[src/rtl/univ_shift_register.sv]
// Universal shift register: load/hold/clear, shift and rotate, and an autonomous burst engine.
// Optional parity ports are enabled by defining UNIV_SHIFT_PARITY_EN.
module univ_shift_register #(
  parameter int WIDTH = 8,
  parameter int CNT_W = $clog2(WIDTH + 1)
) (
  input  logic             clk,
  input  logic             reset,
  input  logic [2:0]       mode,
  input  logic [WIDTH-1:0] parallel_in,
  input  logic             serial_in_l,
  input  logic             serial_in_r,
  input  logic             burst_start,
  input  logic [CNT_W-1:0] burst_len,
  input  logic             burst_dir,
  output logic [WIDTH-1:0] parallel_out,
  output logic             serial_out_msb,
  output logic             serial_out_lsb,
  output logic             busy,
  output logic             done
`ifdef UNIV_SHIFT_PARITY_EN
  ,
  input  logic             parity_in,
  output logic             parity_out,
  output logic             parity_err
`endif
);

  typedef enum logic {
    S_IDLE,
    S_SHIFT
  } state_t;

  state_t           r_state;
  logic [WIDTH-1:0] r_q;
  logic [CNT_W-1:0] r_cnt;
  logic             r_dir;
  logic             r_busy;
  logic             r_done;

  logic [CNT_W-1:0] w_len;
  logic [WIDTH-1:0] w_shl;
  logic [WIDTH-1:0] w_shr;

  // Requests longer than the register are clamped to a full-width burst
  assign w_len = (burst_len > CNT_W'(WIDTH)) ? CNT_W'(WIDTH) : burst_len;
  assign w_shl = {r_q[WIDTH-2:0], serial_in_l};
  assign w_shr = {serial_in_r, r_q[WIDTH-1:1]};

  always_ff @(posedge clk) begin
    if (reset) begin
      r_state <= S_IDLE;
      r_q     <= '0;
      r_cnt   <= '0;
      r_dir   <= 1'b0;
      r_busy  <= 1'b0;
      r_done  <= 1'b0;
    end else begin
      r_done <= 1'b0;
      case (r_state)
        S_IDLE: begin
          if (burst_start) begin
            r_dir <= burst_dir;
            r_cnt <= w_len;
            if (w_len == '0) begin
              r_done <= 1'b1;
            end else begin
              r_state <= S_SHIFT;
              r_busy  <= 1'b1;
            end
          end else begin
            case (mode)
              3'b001:  r_q <= parallel_in;
              3'b010:  r_q <= w_shl;
              3'b011:  r_q <= w_shr;
              3'b100:  r_q <= {r_q[WIDTH-2:0], r_q[WIDTH-1]};
              3'b101:  r_q <= {r_q[0], r_q[WIDTH-1:1]};
              3'b110:  r_q <= '0;
              default: r_q <= r_q;
            endcase
          end
        end
        S_SHIFT: begin
          r_q   <= r_dir ? w_shr : w_shl;
          r_cnt <= r_cnt - CNT_W'(1);
          if (r_cnt == CNT_W'(1)) begin
            r_state <= S_IDLE;
            r_busy  <= 1'b0;
            r_done  <= 1'b1;
          end
        end
        default: r_state <= S_IDLE;
      endcase
    end
  end

  assign parallel_out   = r_q;
  assign serial_out_msb = r_q[WIDTH-1];
  assign serial_out_lsb = r_q[0];
  assign busy           = r_busy;
  assign done           = r_done;

`ifdef UNIV_SHIFT_PARITY_EN
  logic w_load;
  logic r_perr;

  assign w_load = (r_state == S_IDLE) && !burst_start && (mode == 3'b001);

  always_ff @(posedge clk) begin
    if (reset) begin
      r_perr <= 1'b0;
    end else if (w_load) begin
      r_perr <= (^parallel_in) != parity_in;
    end
  end

  assign parity_out = ^r_q;
  assign parity_err = r_perr;
`endif

endmodule

[config.mk]
export PLATFORM = sky130hd
export DESIGN_NAME = univ_shift_register
export DESIGN_NICKNAME = d
export VERILOG_FILES = /design/src/rtl/univ_shift_register.sv
export SDC_FILE = /design/constraint.sdc
export NUM_CORES = 1
export LEC_CHECK = 0
export ABC_AREA = 0
export CORE_MARGIN = 2
export CORE_UTILIZATION = 35
export CTS_CLUSTER_SIZE = 28
export DETAILED_ROUTE_END_ITERATION = 8
export GPL_TIMING_DRIVEN = 1
export MAX_ROUTING_LAYER = met4
export SYNTH_ARGS = -nofsm -noshare
export SYNTH_HDL_FRONTEND = slang
export SYNTH_SLANG_ARGS = --single-unit
export TNS_END_PERCENT = 10
[constraint.sdc]
create_clock -name clk -period 2.2 [get_ports clk]
set_clock_uncertainty 0.2 [all_clocks]
set_input_delay 0.44 -clock clk [delete_from_list [all_inputs] [get_ports clk]]
set_output_delay 0.44 -clock clk [all_outputs]
set_load 0.01 [all_outputs]
==> flow_metrics.py, run 1 <==
metrics = {
    "run_status": {
        "outcome": "complete, no violations",
    },
    "synth": {
        "synth_edf_count": 0,
        "yosysWarnings": 0,
        "netlist_instances": 144,
        "async_reset_ff_share_pct": 0,
        "ys_seq_area_share_pct": 27.6,
        "netlist-cell-type-count": 37,
        "postSynthAreaPerCell_um2": 8.05,
        "synthFlopType": "dfxtp_1",
        "synth_seq_cells": 16,
        "netlist_area_um2": 1160,
        "synth_nets": 167,
    },
    "place": {
        "dp.cells": 221,
        "dp_hpwl_um": 2360,
        "place_area_um2": 1560,
        "place_ws_ns": -0.149,
        "routabilityCongestion": 0.886,
        "port_buffers": 32,
    },
    "routing": {
        "drc": 0,
        "first_pass_iters": 5,
        "wl_met2_um": 1470,
        "vias": 1233,
        "dr_wl_met3_um": 163,
        "viasPerCell": 5.48,
        "drt_iter0_drc": 114,
        "ant_nets": 0,
        "highest_layer": "met4",
        "drt-met1-wl_um": 1450,
        "totalWireLength_um": 3110,
        "wl_per_cell_um": 13.8,
    },
    "cts": {
        "cts_hold_buf": 0,
        "cts_setup_buffers": 0,
        "cts_buffers": 3,
        "clk_latency_ns": 0.28,
        "cts.sinks": 16,
        "cts_tree": "yes",
        "cts_root_buf": "clkbuf_4",
        "clockBufferDepth": 2,
        "cts.clk_slew.worst_paths_ns": 0.09,
        "cts_resized": 0,
        "htree_levels": 1,
    },
    "global_routing": {
        "grt-ovfl-total": 0,
        "antenna_found_initial": 0,
        "grt_pass1_wl_um": 5150,
        "grt_max_degree": 18,
        "grt_pass1_vias": 1182,
        "track_usage_pct": 18.4,
    },
    "sta": {
        "fin_crit_ns": 2.06,
        "setup_viol": 0,
        "rsz0062_at_grt": "no",
        "max_freq_mhz": 485,
        "setup_ws_ns": 0.139,
        "final_hold_viol_count": 0,
        "relSlewSlack_pct": 70.6,
        "slew_viol_final": 0,
        "post-route-period-util_pct": 93.7,
        "worst_slew_pin_slew_ns": 0.441,
    },
    "floorplanning": {
        "rows": 20,
        "coreArea_um2": 3100,
        "die-area_um2": 3790,
        "initial_utilization_pct": 37.3,
        "die_w_um": 61.5,
        "io-pin-count": 33,
        "die_y_um": 61.5,
    },
    "worst_setup_path": {
        "end_kind": "flop",
        "cp.arrival_ns": 2.07,
        "reg2reg_depth": 4,
        "cp_data_required_time_ns": 2.21,
        "cp_max_fo": 16,
        "criticalPathCategory": "primary input to flop",
        "startpoint": "mode[2]",
        "r2r_start": "r_state",
        "start_kind": "primary input",
    },
    "cells_and_area": {
        "final_cells": 225,
        "area_growth_pct": 37.9,
        "layout.nets": 205,
        "final_area_um2": 1600,
        "drive_gt1_share_pct": 16.6,
        "multi_input_area_um2": 727,
        "seq_area_um2": 320,
        "n_antenna_cell": 0,
        "fillers": 335,
        "final_util_pct": 51.5,
    },
    "power": {
        "cellLeakagePower_nw": 0.655,
        "total_power_uw": 882,
        "power_density_nw_per_um2": 552,
        "peakVddDrop_mv": 0.317,
    },
    "flow_run": {
        "maxCapViolations": 0,
    },
    "hold_path": {
        "hp-start": "busy",
        "worstHoldPathCells": 2,
        "hp-class": "flop to flop",
    },
}
[layout make-up]
type                       count  area share, %
timing repair buffer          47           27.1
multi-input combinational    107           45.5
tap                           44           3.45
clock buffer                   4           2.27
sequential                    16           20.0
inverter                       7           1.64
[final timing paths]
path | endpoint | slack (ns)
worst max-delay path | parallel_out[6] | 0.14
worst min-delay path | busy | 0.27
worst max register to register | parallel_out[0] | 0.50
worst min register to register | busy | 0.27
[cell usage after synthesis (2+ instances only)]
cell type	n	area share [%]
a221oi_1	6	4.5
mux2_2	8	7.8
buf_4	3	1.9
buf_2	4	1.7
nor2b_1	2	1.1
mux2i_1	2	1.7
dfxtp_1	16	28
o21ai_0	2	0.86
nand2b_1	5	2.7
a21oi_1	15	6.5
nor3_1	7	3.0
inv_1	7	2.3
nand2_1	12	3.9
ha_1	2	2.2
o311a_1	6	5.2
a211o_1	2	1.5
clkbuf_1	3	0.97
a311oi_1	3	2.3
a21o_1	7	4.5
buf_6	2	1.9
nor2_1	14	4.5
[kinds of logic after synthesis]
logic type / after synthesis / synth area share, %
compound gates: 50 / 32.6
fa+ha+maj: 2 / 2.16
simple gates: 45 / 18.5
flops: 16 / 27.6
mux: 10 / 9.50
buf+inv: 21 / 9.61
[placed cells by master, fill, tap and decap left out, types with 2 or more instances in the layout]
| master | instances |
|---|---|
| o311a_1 | 6 |
| nor3_1 | 7 |
| clkbuf_4 | 3 |
| nor2_1 | 14 |
| buf_4 | 15 |
| ha_1 | 2 |
| mux2_2 | 8 |
| nand2b_1 | 5 |
| a21o_1 | 7 |
| a211o_1 | 2 |
| dfxtp_1 | 16 |
| inv_1 | 7 |
| a21oi_1 | 15 |
| a221oi_1 | 6 |
| o21ai_0 | 2 |
| nand2_1 | 12 |
| a311oi_1 | 3 |
| mux2i_1 | 2 |
| clkdlybuf4s50_1 | 32 |
| nor2b_1 | 2 |
[power breakdown]
| group | switching [mW] | internal (mW) | total, mW |
|---|---|---|---|
| Sequential | 0.0471 | 0.321 | 0.368 |
| Clock | 0.0916 | 0.101 | 0.192 |
| Combinational | 0.136 | 0.186 | 0.322 |
| Total | 0.275 | 0.607 | 0.882 |
[worst max-delay path: stages]
cell	delay (ns)
clkdlybuf4s50_1	0.56
or3_1	0.45
a31o_4	0.32
o311a_1	0.15
nor3_1	0.15
[flip-flops by register name, indices dropped and copies added, names as in the netlist]
signal	count
parallel_out	8
r_cnt	4
busy	1
done	1
r_dir	1
r_state	1
[per-stage QoR]
| stage | hold slack, ns | setup TNS [ns] |
|---|---|---|
| after floorplan | 0.244 | 0 |
| after global placement | 0.251 | -0.729 |
| after detailed placement | 0.258 | -0.933 |
| after CTS | 0.280 | 0 |
| after global routing | 0.315 | 0 |
| final | 0.274 | 0 |
[layer usage]
metal / vias up / GRT usage [%]
li1: 609 / -
met1: 582 / 21.6
met2: 38 / 31.3
met3: 4 / 2.52
met4: 0 / 7.60
met5: - / -
(Power assumes the default switching activity.)
==> run 2: changes to the inputs <==
--- a/config.mk
+++ b/config.mk
@@ -6,12 +6,13 @@
 export NUM_CORES = 1
 export LEC_CHECK = 0
 export ABC_AREA = 0
-export CORE_MARGIN = 2
+export CORE_MARGIN = 4
 export CORE_UTILIZATION = 35
 export CTS_CLUSTER_SIZE = 28
 export DETAILED_ROUTE_END_ITERATION = 8
 export GPL_TIMING_DRIVEN = 1
 export MAX_ROUTING_LAYER = met4
+export RECOVER_POWER = 50
 export SYNTH_ARGS = -nofsm -noshare
 export SYNTH_HDL_FRONTEND = slang
 export SYNTH_SLANG_ARGS = --single-unit
==> run 2 against run 1 <==
  * Global-route usage decreased by 2.3 points
  * Routed wire length increased by 3.0%
  * Total power increased by 0.14%
  * Setup slack got worse by 0.025 ns
  * Cell area unchanged
  * Clock-buffer cell count unchanged
  * Fmax decreased by 1.2%
  * Die area increased by 13%
  * Flip-flop and latch count unchanged
  * Clock power increased by 4%
  * First-iteration DRC count decreased by 7.9%
==> flow_metrics.py, run 2 (synthesized netlist as in run 1, its figures left out) <==
metrics = {
    "power": {
        "power.share.clock_pct": 22.7,
        "cellLeakagePower_nw": 0.666,
        "total_power_uw": 883,
        "combPwrFrac_pct": 35.8,
        "power_density_nw_per_um2": 553,
        "peakVddDrop_mv": 0.385,
        "swShare_pct": 31.9,
        "seqPwrFrac_pct": 41.5,
        "p_int_uw": 601,
        "netSwitchingPower_uw": 281,
    },
    "cts": {
        "cts_resized": 0,
        "cts_tree": "yes",
        "cts_root_buf": "clkbuf_4",
        "cts_setup_buffers": 0,
        "cts.clk_slew.worst_paths_ns": 0.11,
        "cts_buffers": 3,
        "cts_hold_buf": 0,
        "clk_latency_ns": 0.29,
        "cts.sinks": 16,
        "htree_levels": 1,
        "clockBufferDepth": 2,
    },
    "floorplanning": {
        "io-pin-count": 33,
        "initial_utilization_pct": 37.3,
        "coreArea_um2": 3100,
        "die_w_um": 65.5,
        "rows": 20,
        "die-area_um2": 4290,
        "die_y_um": 65.5,
    },
    "sta": {
        "setup_viol": 0,
        "final_hold_viol_count": 0,
        "setup_ws_ns": 0.115,
        "post-route-period-util_pct": 94.8,
        "worst_slew_pin_slew_ns": 0.466,
        "relSlewSlack_pct": 68.9,
        "rsz0062_at_grt": "no",
        "max_freq_mhz": 480,
        "slew_viol_final": 0,
        "fin_crit_ns": 2.09,
    },
    "cells_and_area": {
        "drive_gt1_share_pct": 15.9,
        "largest_register_ffs": 8,
        "n_antenna_cell": 0,
        "final_cell_mix": "25 x clkdlybuf4s50_1, 16 x dfxtp_1, 15 x a21oi_1",
        "fillers": 346,
        "area_growth_pct": 37.9,
        "layout.nets": 206,
        "mostFrequentLayoutCell": "clkdlybuf4s50_1",
    },
    "global_routing": {
        "antenna_found_initial": 0,
        "grt-ovfl-total": 0,
        "grt_pass1_vias": 1196,
        "grt_max_degree": 18,
        "track_usage_pct": 16.1,
        "grt_pass1_wl_um": 5370,
    },
    "routing": {
        "drc": 0,
        "vias": 1225,
        "first_pass_iters": 4,
        "wl_per_cell_um": 14.2,
        "drt_iter0_drc": 105,
        "totalWireLength_um": 3210,
        "ant_nets": 0,
        "viasPerCell": 5.42,
    },
    "worst_setup_path": {
        "r2r_end": "parallel_out[7]",
        "worstSetupEndpoint": "parallel_out[6]",
        "cp_top_family": "simple AND/OR/NAND/NOR gates",
        "path_cells": "clkdlybuf4s50_1, or3_1, a31o_4, o311a_1, nor3_1",
        "cp.arrival_ns": 2.10,
        "start_kind": "primary input",
        "r2r_start": "r_state",
        "cp_data_required_time_ns": 2.22,
        "startpoint": "mode[2]",
        "crit_path_max_incr_delay_ns": 0.58,
        "reg2reg_setup_slack_ns": 0.51,
        "crit_buf_inv": 1,
        "cp_slowest_cell": "clkdlybuf4s50_1",
        "cp_max_fo": 16,
        "end_kind": "flop",
        "criticalPathCategory": "primary input to flop",
        "reg2reg_depth": 4,
        "cp_num_cells": 5,
    },
    "hold_path": {
        "hp-class": "flop to flop",
    },
    "place": {
        "dp_hpwl_um": 2420,
        "port_buffers": 32,
        "place_ws_ns": -0.181,
        "routabilityCongestion": 0.842,
    },
    "run_status": {
        "outcome": "complete, no violations",
    },
    "flow_run": {
        "maxCapViolations": 0,
    },
}
[run 2: cell types whose count changed in the layout (fill, tap and decap cells not counted)]
cell	before	now
buf_4	15	13
clkbuf_1	0	2
clkbuf_4	3	4
clkdlybuf4s50_1	32	25
dlygate4sd3_1	0	7
[run 2: layout make-up]
| class | instances | area (um2) | area share [%] |
|---|---|---|---|
| multi-input combinational | 107 | 727 | 45.5 |
| timing repair buffer | 48 | 433 | 27.1 |
| sequential | 16 | 320 | 20.0 |
| tap | 44 | 55.1 | 3.45 |
| clock buffer | 4 | 36.3 | 2.27 |
| inverter | 7 | 26.3 | 1.64 |
[run 2: metrics by stage]
step,std cells,utilization (%),setup TNS (ns),instance area [um2],hold slack [ns]
finish,226,51.5,0,1600,0.259
CTS,226,51.7,0,1610,0.267
detailed placement,222,50.6,-1.11,1570,0.250
floorplan,144,-,0,1160,0.244
global route,226,51.5,0,1600,0.297
global placement,222,50.6,-0.884,1570,0.251
[run 2: how the worst min path moves through the flow]
stage	cells past startpoint	endpoint	startpoint	slack (ns)
2_1_floorplan	1	r_cnt[2]	r_cnt[2]	0.24
3_3_place_gp	2	busy	busy	0.25
3_5_place_dp	2	busy	busy	0.25
4_1_cts	2	busy	busy	0.27
5_1_grt	2	busy	busy	0.30
6_report	2	busy	busy	0.26
[run 2: worst reg2reg max path, stage by stage, from the launching register on]
cell and delay (ns):
dfxtp_1 0.56, buf_4 0.30, a31o_4 0.24, nor2_1 0.07, a311oi_1 0.24
[run 2: power groups by stage]
| stage | Combinational, mW | Clock, mW | Sequential (mW) |
|---|---|---|---|
| global placement | 0.318 | 0 | 0.374 |
| detailed placement | 0.322 | 0 | 0.374 |
| CTS | 0.323 | 0.205 | 0.368 |
| floorplan | 0.197 | 0 | 0.363 |
| global route | 0.347 | 0.219 | 0.374 |
| finish | 0.316 | 0.200 | 0.367 |
[run 2: metal layers]
metal	global-route usage, %	vias up	routed length (um)
met5	-	-	0
met4	6.22	0	13
met3	2.39	2	194
met2	27.2	48	1560
met1	19.2	567	1440
li1	-	608	-
==> run 3: changes to the inputs <==
--- a/config.mk
+++ b/config.mk
@@ -8,7 +8,6 @@
 export ABC_AREA = 0
 export CORE_MARGIN = 4
 export CORE_UTILIZATION = 35
-export CTS_CLUSTER_SIZE = 28
 export DETAILED_ROUTE_END_ITERATION = 8
 export GPL_TIMING_DRIVEN = 1
 export MAX_ROUTING_LAYER = met4
==> results of run 3 <==
Same layout as run 2: the final DEF is identical, and so are final timing and power.
